**src/rtl/dmem_bridge.sv**
```systemverilog
// ---------------------------------------------------------------------------
// dmem_bridge
//
// Data-memory bridge between the EX/MEM/WB pipeline and a word-wide memory
// port. Accepts one load or store per cycle and keeps at most one access
// outstanding. Store data is shifted into byte lanes with matching strobes.
// Load data is extracted from the returned word and sign- or zero-extended.
//
// Optional feature macro: DMEM_PERF_EN adds load/store/stall counters.
//
// Ports:
//   clk, rstn            clock, asynchronous active-low reset
//   rvalid, wvalid       EX-stage load / store request
//   addr, mem_type       byte address and access type
//   wdata                store data, unshifted
//   rdata                extended load data for the MEM stage
//   rready, wready       no load/store pending, or it completes this cycle
//   mem_req, mem_we      memory request (held until mem_ack), write enable
//   mem_wstrb            byte-lane strobes (0000 on reads)
//   mem_addr, mem_wdata  word-aligned address, lane-shifted store data
//   mem_rdata, mem_ack   read data and completion from memory
//   perf_ld/st/stall     performance counters (DMEM_PERF_EN only)
// ---------------------------------------------------------------------------
module dmem_bridge #(
    parameter int CNT_W = 32
) (
    input  logic        clk,
    input  logic        rstn,
    input  logic        rvalid,
    input  logic        wvalid,
    input  logic [31:0] addr,
    input  logic [2:0]  mem_type,
    input  logic [31:0] wdata,
    output logic [31:0] rdata,
    output logic        rready,
    output logic        wready,
    output logic        mem_req,
    output logic        mem_we,
    output logic [3:0]  mem_wstrb,
    output logic [31:0] mem_addr,
    output logic [31:0] mem_wdata,
    input  logic [31:0] mem_rdata,
    input  logic        mem_ack
`ifdef DMEM_PERF_EN
    ,
    output logic [CNT_W-1:0] perf_ld,
    output logic [CNT_W-1:0] perf_st,
    output logic [CNT_W-1:0] perf_stall
`endif
);

    typedef enum logic [1:0] {
        S_IDLE = 2'd0,
        S_RD   = 2'd1,
        S_WR   = 2'd2
    } state_e;

    localparam logic [2:0] T_LD_W  = 3'b000;
    localparam logic [2:0] T_LD_B  = 3'b010;
    localparam logic [2:0] T_LD_H  = 3'b011;
    localparam logic [2:0] T_LD_BU = 3'b100;
    localparam logic [2:0] T_LD_HU = 3'b101;
    localparam logic [2:0] T_ST_B  = 3'b110;
    localparam logic [2:0] T_ST_H  = 3'b111;

    state_e      state_q, state_d;
    logic [31:0] addr_q,  addr_d;
    logic [2:0]  type_q,  type_d;
    logic [31:0] wdata_q, wdata_d;
    logic [3:0]  strb_q,  strb_d;
    logic [31:0] rdata_q, rdata_d;

    logic        acc;
    logic        ld_done;
    logic [3:0]  st_strb;
    logic [31:0] st_data;
    logic [7:0]  ld_byte;
    logic [15:0] ld_half;
    logic [31:0] ld_ext;

    // Store lane placement from the live request (latched on accept).
    always_comb begin
        // NOTE: every combinational output gets a default first so no path
        // through the case leaves it unassigned, which would infer a latch.
        st_strb = 4'b1111;
        st_data = wdata;
        case (mem_type)
            T_ST_B: begin
                st_strb = 4'b0001 << addr[1:0];
                st_data = wdata << {addr[1:0], 3'b000};
            end
            T_ST_H: begin
                st_strb = addr[1] ? 4'b1100 : 4'b0011;
                st_data = wdata << {addr[1], 4'b0000};
            end
            default: ;
        endcase
    end

    // Load extraction uses the latched address/type, since mem_rdata
    // arrives cycles after the request left the EX stage.
    always_comb begin
        ld_byte = mem_rdata[7:0];
        case (addr_q[1:0])
            2'd1:    ld_byte = mem_rdata[15:8];
            2'd2:    ld_byte = mem_rdata[23:16];
            2'd3:    ld_byte = mem_rdata[31:24];
            default: ;
        endcase
        ld_half = addr_q[1] ? mem_rdata[31:16] : mem_rdata[15:0];
        case (type_q)
            T_LD_B:  ld_ext = {{24{ld_byte[7]}}, ld_byte};
            T_LD_BU: ld_ext = {24'd0, ld_byte};
            T_LD_H:  ld_ext = {{16{ld_half[15]}}, ld_half};
            T_LD_HU: ld_ext = {16'd0, ld_half};
            default: ld_ext = mem_rdata;
        endcase
    end

    assign acc     = (state_q == S_IDLE) | mem_ack;
    assign ld_done = (state_q == S_RD) & mem_ack;

    // Next-state logic: a new request is taken whenever the port is free
    // or the current access completes this cycle; the store wins a tie.
    always_comb begin
        state_d = state_q;
        addr_d  = addr_q;
        type_d  = type_q;
        wdata_d = wdata_q;
        strb_d  = strb_q;
        rdata_d = ld_done ? ld_ext : rdata_q;
        if (acc) begin
            if (wvalid) begin
                state_d = S_WR;
                addr_d  = addr;
                type_d  = mem_type;
                wdata_d = st_data;
                strb_d  = st_strb;
            end else if (rvalid) begin
                state_d = S_RD;
                addr_d  = addr;
                type_d  = mem_type;
            end else begin
                state_d = S_IDLE;
            end
        end
    end

    always_ff @(posedge clk or negedge rstn) begin
        if (!rstn) begin
            state_q <= S_IDLE;
            addr_q  <= '0;
            type_q  <= T_LD_W;
            wdata_q <= '0;
            strb_q  <= '0;
            rdata_q <= '0;
        end else begin
            // NOTE: non-blocking assignments so every register samples the
            // pre-edge values, independent of statement order.
            state_q <= state_d;
            addr_q  <= addr_d;
            type_q  <= type_d;
            wdata_q <= wdata_d;
            strb_q  <= strb_d;
            rdata_q <= rdata_d;
        end
    end

    assign mem_req   = (state_q != S_IDLE);
    assign mem_we    = (state_q == S_WR);
    assign mem_wstrb = (state_q == S_WR) ? strb_q : 4'b0000;
    assign mem_addr  = {addr_q[31:2], 2'b00};
    assign mem_wdata = wdata_q;
    assign rready    = (state_q != S_RD) | mem_ack;
    assign wready    = (state_q != S_WR) | mem_ack;
    assign rdata     = ld_done ? ld_ext : rdata_q;

`ifdef DMEM_PERF_EN
    logic             st_done;
    logic             stalled;
    logic [CNT_W-1:0] perf_ld_q, perf_st_q, perf_stall_q;

    assign st_done = (state_q == S_WR) & mem_ack;
    assign stalled = (state_q != S_IDLE) & ~mem_ack;

    // Counters wrap naturally at 2^CNT_W.
    always_ff @(posedge clk or negedge rstn) begin
        if (!rstn) begin
            perf_ld_q    <= '0;
            perf_st_q    <= '0;
            perf_stall_q <= '0;
        end else begin
            if (ld_done) perf_ld_q    <= perf_ld_q + 1'b1;
            if (st_done) perf_st_q    <= perf_st_q + 1'b1;
            if (stalled) perf_stall_q <= perf_stall_q + 1'b1;
        end
    end

    assign perf_ld    = perf_ld_q;
    assign perf_st    = perf_st_q;
    assign perf_stall = perf_stall_q;
`endif

endmodule

```
**config.mk**
```make
export PLATFORM = sky130hd
export DESIGN_NAME = dmem_bridge
export DESIGN_NICKNAME = d
export VERILOG_FILES = /design/src/rtl/dmem_bridge.sv
export SDC_FILE = /design/constraint.sdc
export NUM_CORES = 1
export LEC_CHECK = 0
export CORE_MARGIN = 2
export CORE_UTILIZATION = 40
export DETAILED_ROUTE_END_ITERATION = 10
export PLACE_DENSITY = 0.75
export REMOVE_ABC_BUFFERS = 1
export SLEW_MARGIN = 20
export SYNTH_ARGS = -nofsm -noshare
export SYNTH_HDL_FRONTEND = slang
export SYNTH_SLANG_ARGS = --single-unit
```
**constraint.sdc**
```tcl
create_clock -name clk -period 1.7 [get_ports clk]
set_clock_uncertainty 0.05 [all_clocks]
set_input_delay 0.34 -clock clk [delete_from_list [all_inputs] [get_ports clk]]
set_output_delay 0.34 -clock clk [all_outputs]
set_load 0.1 [all_outputs]
```
; Word level (Yosys, flattened, before mapping)
; Cells that the tools add are included.
[op_classes]
n_bitwise = 4
reduce_logical = 5
n_eq_ne = 13
shifts = 3
n_mux = 14
[op_table]
columns = op, n
row1 = 32-bit case mux with 4 select lines, 1
row2 = 32-bit 2-to-1 mux, 3
row3 = 32-bit case mux with 2 select lines, 1
row4 = 32-bit by 5-bit left shift with 32-bit output, 2
row5 = 8-bit case mux with 3 select lines, 1
row6 = 16-bit 2-to-1 mux, 1
row7 = "3-bit == test, second input constant", 4
row8 = 4-bit 2-to-1 mux, 2
row9 = 4-bit case mux with 2 select lines, 1
row10 = "2-bit == test, second input constant", 3
row11 = "3-bit by 2-bit == test with 1-bit output, second input constant", 2
row12 = 3-bit 2-to-1 mux, 2
row13 = "2-bit by 1-bit == test with 1-bit output, second input constant", 2
row14 = 2-bit AND reduction, 2
row15 = 2-bit nonzero test, 2
row16 = "1-bit by 2-bit left shift with 4-bit output, first input constant", 1
row17 = 1-bit OR, 3
row18 = 2-bit zero test, 1
row19 = 2-bit 2-to-1 mux, 1
row20 = "2-bit by 1-bit inequality test with 1-bit output, second input constant", 1
row21 = "2-bit inequality test, second input constant", 1
row22 = 1-bit bitwise AND, 1
row23 = 1-bit 2-to-1 mux, 1
[totals]
inputBits = 104
reg_bits = 105
out_inout_bits = 104
word_cells = 45

; Logic depth before layout (Yosys ltp)
; Gate-level depths: netlist (run 1).
[logic_depth]
depth_word = 4
depth_mapped = 6
mapped_depth_nobuf = 4

; Worst setup path before layout (run 1)
; OpenSTA, ideal clock, no wires.
[synth_path]
kind = in2reg
startpoint = in mem_ack
endpoint = reg rdata_q[7]
path_buffers = 2
arrival_time_ps = 3160
required_time_ps = 1297
setup_time_ps = 353
path_stages = 4
setup_slack_ps = -1863
cell_sequence = buf_2 -> nand3b_1 -> clkbuf_1 -> o21ai_0
[synth_via]
elab_chain_cells = 2
[synth_lines]
columns = element, line_no
row1 = from (decl), 43  ; input logic mem_ack
row2 = 1-bit bitwise AND, 121  ; assign ld_done = (state_q == S_RD) & mem_ack;
row3 = 32-bit 2-to-1 mux, --
row4 = via rdata[7], 34  ; output logic [31:0] rdata,
row5 = to (signal assigned), 165  ; rdata_q <= rdata_d;
row6 = to (decl), 71  ; logic [31:0] rdata_q, rdata_d;
; The timed path passes the listed nets, and every way through them passes these cells.
; A chain may end at the register's enable or synchronous reset.

; Worst setup path in the final report (run 1)
[layout_path]
startpoint = reg addr_q[1]
endpoint = out rdata[14]
[layout_via]
elab_chain_cells = 4
word_cells_on_any_way = 7
cone_classes = eq/ne (3) / mux (4)
[layout_lines]
columns = element, line_no
row1 = from (decl), 67  ; logic [31:0] addr_q, addr_d;
row2 = from (signal assigned), 161  ; addr_q <= addr_d;
row3 = 2-bit == test or 2-bit by 1-bit == test with 1-bit output (tied branches), 104  ; case (addr_q[1:0])
row4 = 8-bit case mux with 3 select lines, 104
row5 = 32-bit case mux with 4 select lines *, 111  ; case (type_q)
row6 = 32-bit 2-to-1 mux *, 176  ; assign rdata = ld_done ? ld_ext : rdata_q;
row7 = to (decl), 34
; Every way passes the cells marked *; elsewhere a longest branch is shown, timed or not.

==> results of run 1 <==
==> what timing repair did <==
item,in CTS,in global routing
resized for setup,92,63
endpoints found under the hold margin,23,0
hold buffers,1,0
buffers inserted,13,11
gates cloned,0,1
pin swaps,15,18
endpoints found under the setup margin,125,83
==> metrics by stage <==
| stage | worst slack, ns | total power, W | hold slack [ns] | util | cells |
|---|---|---|---|---|---|
| after CTS | -0.8122 | 0.01553 | 0.3909 | 0.7466 | 970 |
| after detailed placement | -0.7947 | 0.01301 | 0.2258 | 0.6858 | 942 |
| after global routing | -0.8836 | 0.01630 | 0.4206 | 0.7725 | 974 |
| after floorplan | -2.343 | 0.008933 | -0.005591 | - | 465 |
| final | -0.8457 | 0.01593 | 0.3861 | 0.7725 | 974 |
| after global placement | -0.7648 | 0.01284 | 0.2270 | 0.6858 | 942 |
==> how the worst max path moves through the flow <==
stage,startpoint,end,slack [ns]
2_1_floorplan,type_q[1],rdata_q[7],-2.34
3_3_place_gp,mem_rdata[7],rdata[25],-0.76
3_5_place_dp,mem_rdata[7],rdata[30],-0.79
4_1_cts,addr_q[1],rdata[15],-0.81
5_1_grt,addr_q[1],rdata[14],-0.88
6_report,addr_q[1],rdata[14],-0.85
==> final cells by class <==
class                   instances  area share
repair buffers                317      0.4054
well taps                     176     0.02144
flip-flops and latches        105      0.2562
multi-input cells             355      0.2896
diodes                          1   0.0002436
clock inverters                 3    0.001827
clock buffers                  12     0.02302
inverters                       5    0.002315
==> placed cells by master (no fill, tap or decap), types with 6 or more instances in the layout <==
cell               n
a21oi_1           12
a21oi_4           18
o21a_1             9
nand4_1            6
o221ai_1           6
clkdlybuf4s50_1   98
buf_12           112
a32oi_1            8
buf_4             76
a31oi_4            6
o221a_4            7
a22oi_1            8
o211ai_1          14
nor2_1            41
o21ai_0           14
a221oi_1           7
clkbuf_16         10
mux2_2            42
buf_6             23
o22a_1             7
dfrtp_1          102
o22ai_1            7
nand2_2            6
nand2_1           46
a22o_1             8
nand2b_1          17
==> flip-flops by register name, indices dropped and copies added (netlist names) <==
signal,count
mem_wdata,32
addr_q,32
rdata_q,32
type_q,3
strb_q,4
state_q,2
==> kinds of logic after synthesis <==
kind of cell              after synthesis  share of synthesized area
muxes                                  47                    0.09663
other                                   1                  0.0006879
AOI/OAI and AO/OA                     155                     0.2031
and+or+nand+nor                       150                     0.1288
DFF                                   105                     0.4820
xor gates and xnor gates                1                   0.001607
buffers and inverters                  78                    0.08722
==> power by group through the flow <==
stage                     combinational, W  sequential, W  clock, W
after global routing                0.0107        0.00360   0.00205
after CTS                           0.0101        0.00352   0.00195
after detailed placement           0.00946        0.00355         0
after global placement             0.00933        0.00351         0
final                               0.0105        0.00356   0.00192
after floorplan                    0.00377        0.00516         0
==> worst max-delay path: cells and delay by family (launching register included) <==
kind                   cells  cell delay [ns]
AOI/OAI and AO/OA          3             0.67
buffers and inverters      3             0.51
DFF                        1             0.39
muxes                      1             0.21
==> routing by layer <==
| metal | global-route usage | wire (µm) |
|---|---|---|
| met1 | 0.3324 | 8063 |
| met3 | 0.06274 | 1657 |
| met2 | 0.4958 | 11760 |
| met5 | 0 | 0 |
| met4 | 0.1279 | 1087 |
==> impl_metrics.toml, run 1 <==
[die]
die_w_um = 120.7
die-area_um2 = 14580
start_util = 0.4100
coreArea_um2 = 13300
top_level_ports = 208
std_cell_rows = 42
die_y_um = 120.7

[global_routing]
antenna_found_initial = 1
grt_pass1_vias = 5903
track_usage = 0.2838
grt_pass1_wl_um = 31980
grt_overflow = 0
grt_start_max_net_pins = 48

[worst_setup_path]
critPathSlowestCell = "dfrtp_1"
worstSetupPathType = "register to output pin"
crit_required_ns = 1.31
rr_worst_depth = 8
arrival_ns = 2.16
crit_fanout = 8
crit_top_cell = "buf_6"
slowest_delay_ns = 0.39
r2r-start = "addr_q[1]"
r2r_slack_ns = -0.18
cp-start-kind = "register"
cp_cell_sequence = "buf_6, mux2i_4, o311ai_4, o22ai_4, buf_6, a21oi_4, buf_12"
end_kind = "output pin"
reg2reg_to = "rdata_q[17]"

[synth]
synthTopCellsByCount = "dfrtp_1, nand2_1, nor2_1, mux2_2, buf_4"
synth.most_common_cell = "dfrtp_1"
synth_flop_cell = "dfrtp_1"
netlist_area_um2 = 5451
synth-edff-count = 0
synthTopCellsByArea = "dfrtp_1, mux2_2, buf_4"
synth.avg_cell_area_um2 = 10.15
synthDistinctLibCells = 49
synthCells = 537
yosysTopAreaCellShare = 0.4820
yosysSeqAreaShare = 0.4820
ys_seq_elements = 105
yosysWarnings = 0
ys_async_sr_fraction = 1.000
yosysTopAreaCell = "dfrtp_1"

[drt]
wl_per_cell_um = 23.17
drcViolationCount = 0
vias = 5780
dr.pass1.iters = 6
vias_per_cell = 5.934
wl_um = 22570
ant_nets = 0
drt_iter0_drc = 570

[power_and_ir_drop]
p_clk_frac = 0.121
power.static_leakage_nw = 4.307
switching_share = 0.5003
irDropWorstVdd_mv = 0.8440
intPower_w = 0.007961
switchingPower_w = 0.007971
combPwrFrac = 0.656
power_frac_seq = 0.223
p_per_area_nw_per_um2 = 1551

[placement]
dpl.hpwl_um = 14430
port_buffers = 205
gp_congestion = 0.9023
postPlaceCellArea_um2 = 9117

[timing]
finalCritPeriodShare = 1.497
rsz0062_at_grt = "true"
layout_min_cycle_time_ns = 2.546
slew_violations = 0
fmaxAchievable_ghz = 0.3928
fin_tns_setup_ns = -26.21
hold_viol = 0
setup-violations-final = 60
fin_ws_ns = -0.8457

[outcome]
violations = "negative setup slack"
status = "finished with violations"

[min_path]
min_path_cells = 3
min_to = "state_q[0]"
hp-start = "mem_ack"
hold_path.class = "input pin to register"

[cells_and_area]
drive_gt1_frac = 0.4404
seq_area_um2 = 2631
multi_input_area_um2 = 2974
synthToLayoutAreaGrowth_pct = 88.41
fillers = 746
final_area_um2 = 10270
nets = 897

[clock_tree]
numCtsBuffers = 9
clk_latency_ns = 0.36
clkTransAtPathRegs_ns = 0.07
cts.sinks = 105
clock_path_buffers = 2
htreeDepth = 3
cts_tree = "built"
root_buffer = "clkbuf_16"

[flow_run]
drv_cap = 0
Power figures use the tool's default switching activity.
==> run 2: changes to the inputs <==
- ABC_CLOCK_PERIOD_IN_PS: default -> 1700
- CORE_UTILIZATION: 40 -> 36
- PLACE_DENSITY: 0.75 -> 0.68
- SKIP_LAST_GASP: default -> 1
==> impl_metrics.toml, run 2 (synthesis gave the netlist of run 1 again) <==
[outcome]
status = "finished with violations"
violations = "negative hold slack, negative setup slack"

[worst_setup_path]
crit_fanout = 8
end_kind = "output pin"
critPathSlowestCell = "dfrtp_2"
critPathBufInv = 2
crit_family = "compound AO/OA/AOI/OAI gates"
crit_required_ns = 1.31
cp_cell_sequence = "mux2i_4, o311ai_4, o22ai_4, a31oi_1, buf_4, buf_12"
slowest_delay_ns = 0.46
cp-start-kind = "register"
worstSetupPathType = "register to output pin"
arrival_ns = 2.01

[placement]
postPlaceCellArea_um2 = 9112
port_buffers = 205
dpl.hpwl_um = 13460
gp_congestion = 0.8880
preCtsSetupSlack_ns = -0.7311

[cells_and_area]
final_area_um2 = 9921
nets = 886
multi_input_area_um2 = 2704
final_cell_mix = "buf_12, dfrtp_1, clkdlybuf4s50_1"
antenna_cells = 0
drive_gt1_frac = 0.4079
fillers = 1068
final_common_cell = "buf_12"
synthToLayoutAreaGrowth_pct = 81.98
final_util = 0.6775
seq_area_um2 = 2631

[global_routing]
grt_pass1_vias = 5525
grt_start_max_net_pins = 106
grt_pass1_wl_um = 29090
grt_overflow = 0
antenna_found_initial = 0
track_usage = 0.2280

[die]
die_y_um = 127.1
coreArea_um2 = 14640
std_cell_rows = 44
die-area_um2 = 16140
start_util = 0.3723
top_level_ports = 208
die_w_um = 127.1

[timing]
setup-violations-final = 40
finalCritPeriodShare = 1.413
holdWs_ns = -0.03641
rsz0062_at_grt = "true"
hold_viol = 9
layout_min_cycle_time_ns = 2.402
fin_tns_setup_ns = -22.56
worstMarginPinSlew_ns = 0.5929
fmaxAchievable_ghz = 0.4163
slew_violations = 0
maxSlewHeadroom = 0.6047
fin_ws_ns = -0.7018

[flow_run]
drv_cap = 0

[clock_tree]
numCtsBuffers = 9
cts_tree = "built"
clock_path_buffers = 2
clkTransAtPathRegs_ns = 0.07
clk_latency_ns = 0.36
cts.sinks = 105
htreeDepth = 3
root_buffer = "clkbuf_16"

[power_and_ir_drop]
irDropWorstVdd_mv = 0.8475
power.static_leakage_nw = 4.192
p_per_area_nw_per_um2 = 1585

[drt]
wl_um = 18790
wl_per_cell_um = 19.35
ant_nets = 0
drcViolationCount = 0
vias_per_cell = 5.477
dr.pass1.iters = 6
drt_iter0_drc = 426
vias = 5318

[min_path]
hold_path.class = "input pin to async pin"
run 2: worst paths after layout:
| check | cells after the start | start | endpoint | slack, ns |
|---|---|---|---|---|
| max in group asynchronous | 2 | rstn | addr_q[0] | 1.14 |
| min | 2 | rstn | mem_wdata[27] | -0.04 |
| min reg2reg | 1 | strb_q[0] | strb_q[0] | 0.43 |
| max reg2reg | 8 | state_q[0] | mem_wdata[11] | 0.05 |
| min in group clk | 1 | strb_q[0] | strb_q[0] | 0.43 |
| max | 6 | addr_q[1] | rdata[15] | -0.70 |
run 2: stage by stage:
step           std cells  power, W
2_1_floorplan        465  0.008933
3_3_place_gp         948   0.01291
3_5_place_dp         948   0.01302
4_1_cts              969   0.01573
5_1_grt              971   0.01622
6_report             971   0.01573
run 2: power by group:
part / switching (W) / internal, W / total [W]
sequential: 0.000422 / 0.00309 / 0.00352
clock: 0.000988 / 0.00130 / 0.00229
combinational: 0.00619 / 0.00374 / 0.00993
total: 0.00760 / 0.00813 / 0.0157
run 2: layout make-up:
class                   count  area share
clock buffers              10     0.02308
repair buffers            306      0.4050
clock inverters             6    0.009081
multi-input cells         355      0.2725
well taps                 184     0.02321
inverters                   5    0.001892
flip-flops and latches    105      0.2652
run 2: timing repair:
item	in CTS	in global routing
pin swaps	12	4
resized for setup	69	19
gates cloned	0	2
hold endpoints to repair	0	0
hold buffers	0	0
setup buffers	5	1
endpoints found under the setup margin	111	97
run 2: layer usage:
layer | wire length, µm | vias up | global-route usage | part of all wire
met5 | 0 | - | 0 | 0
met4 | 532 | 0 | 0.08597 | 0.028
met3 | 1253 | 44 | 0.05444 | 0.067
met2 | 9661 | 229 | 0.3994 | 0.51
met1 | 7342 | 2635 | 0.2727 | 0.39
li1 | - | 2410 | - | -
==> run 3: changes to the inputs <==
- CTS_CLUSTER_SIZE: default -> 20
==> results of run 3 <==
Same layout as run 2: the final DEF is identical, and so are final timing and power.
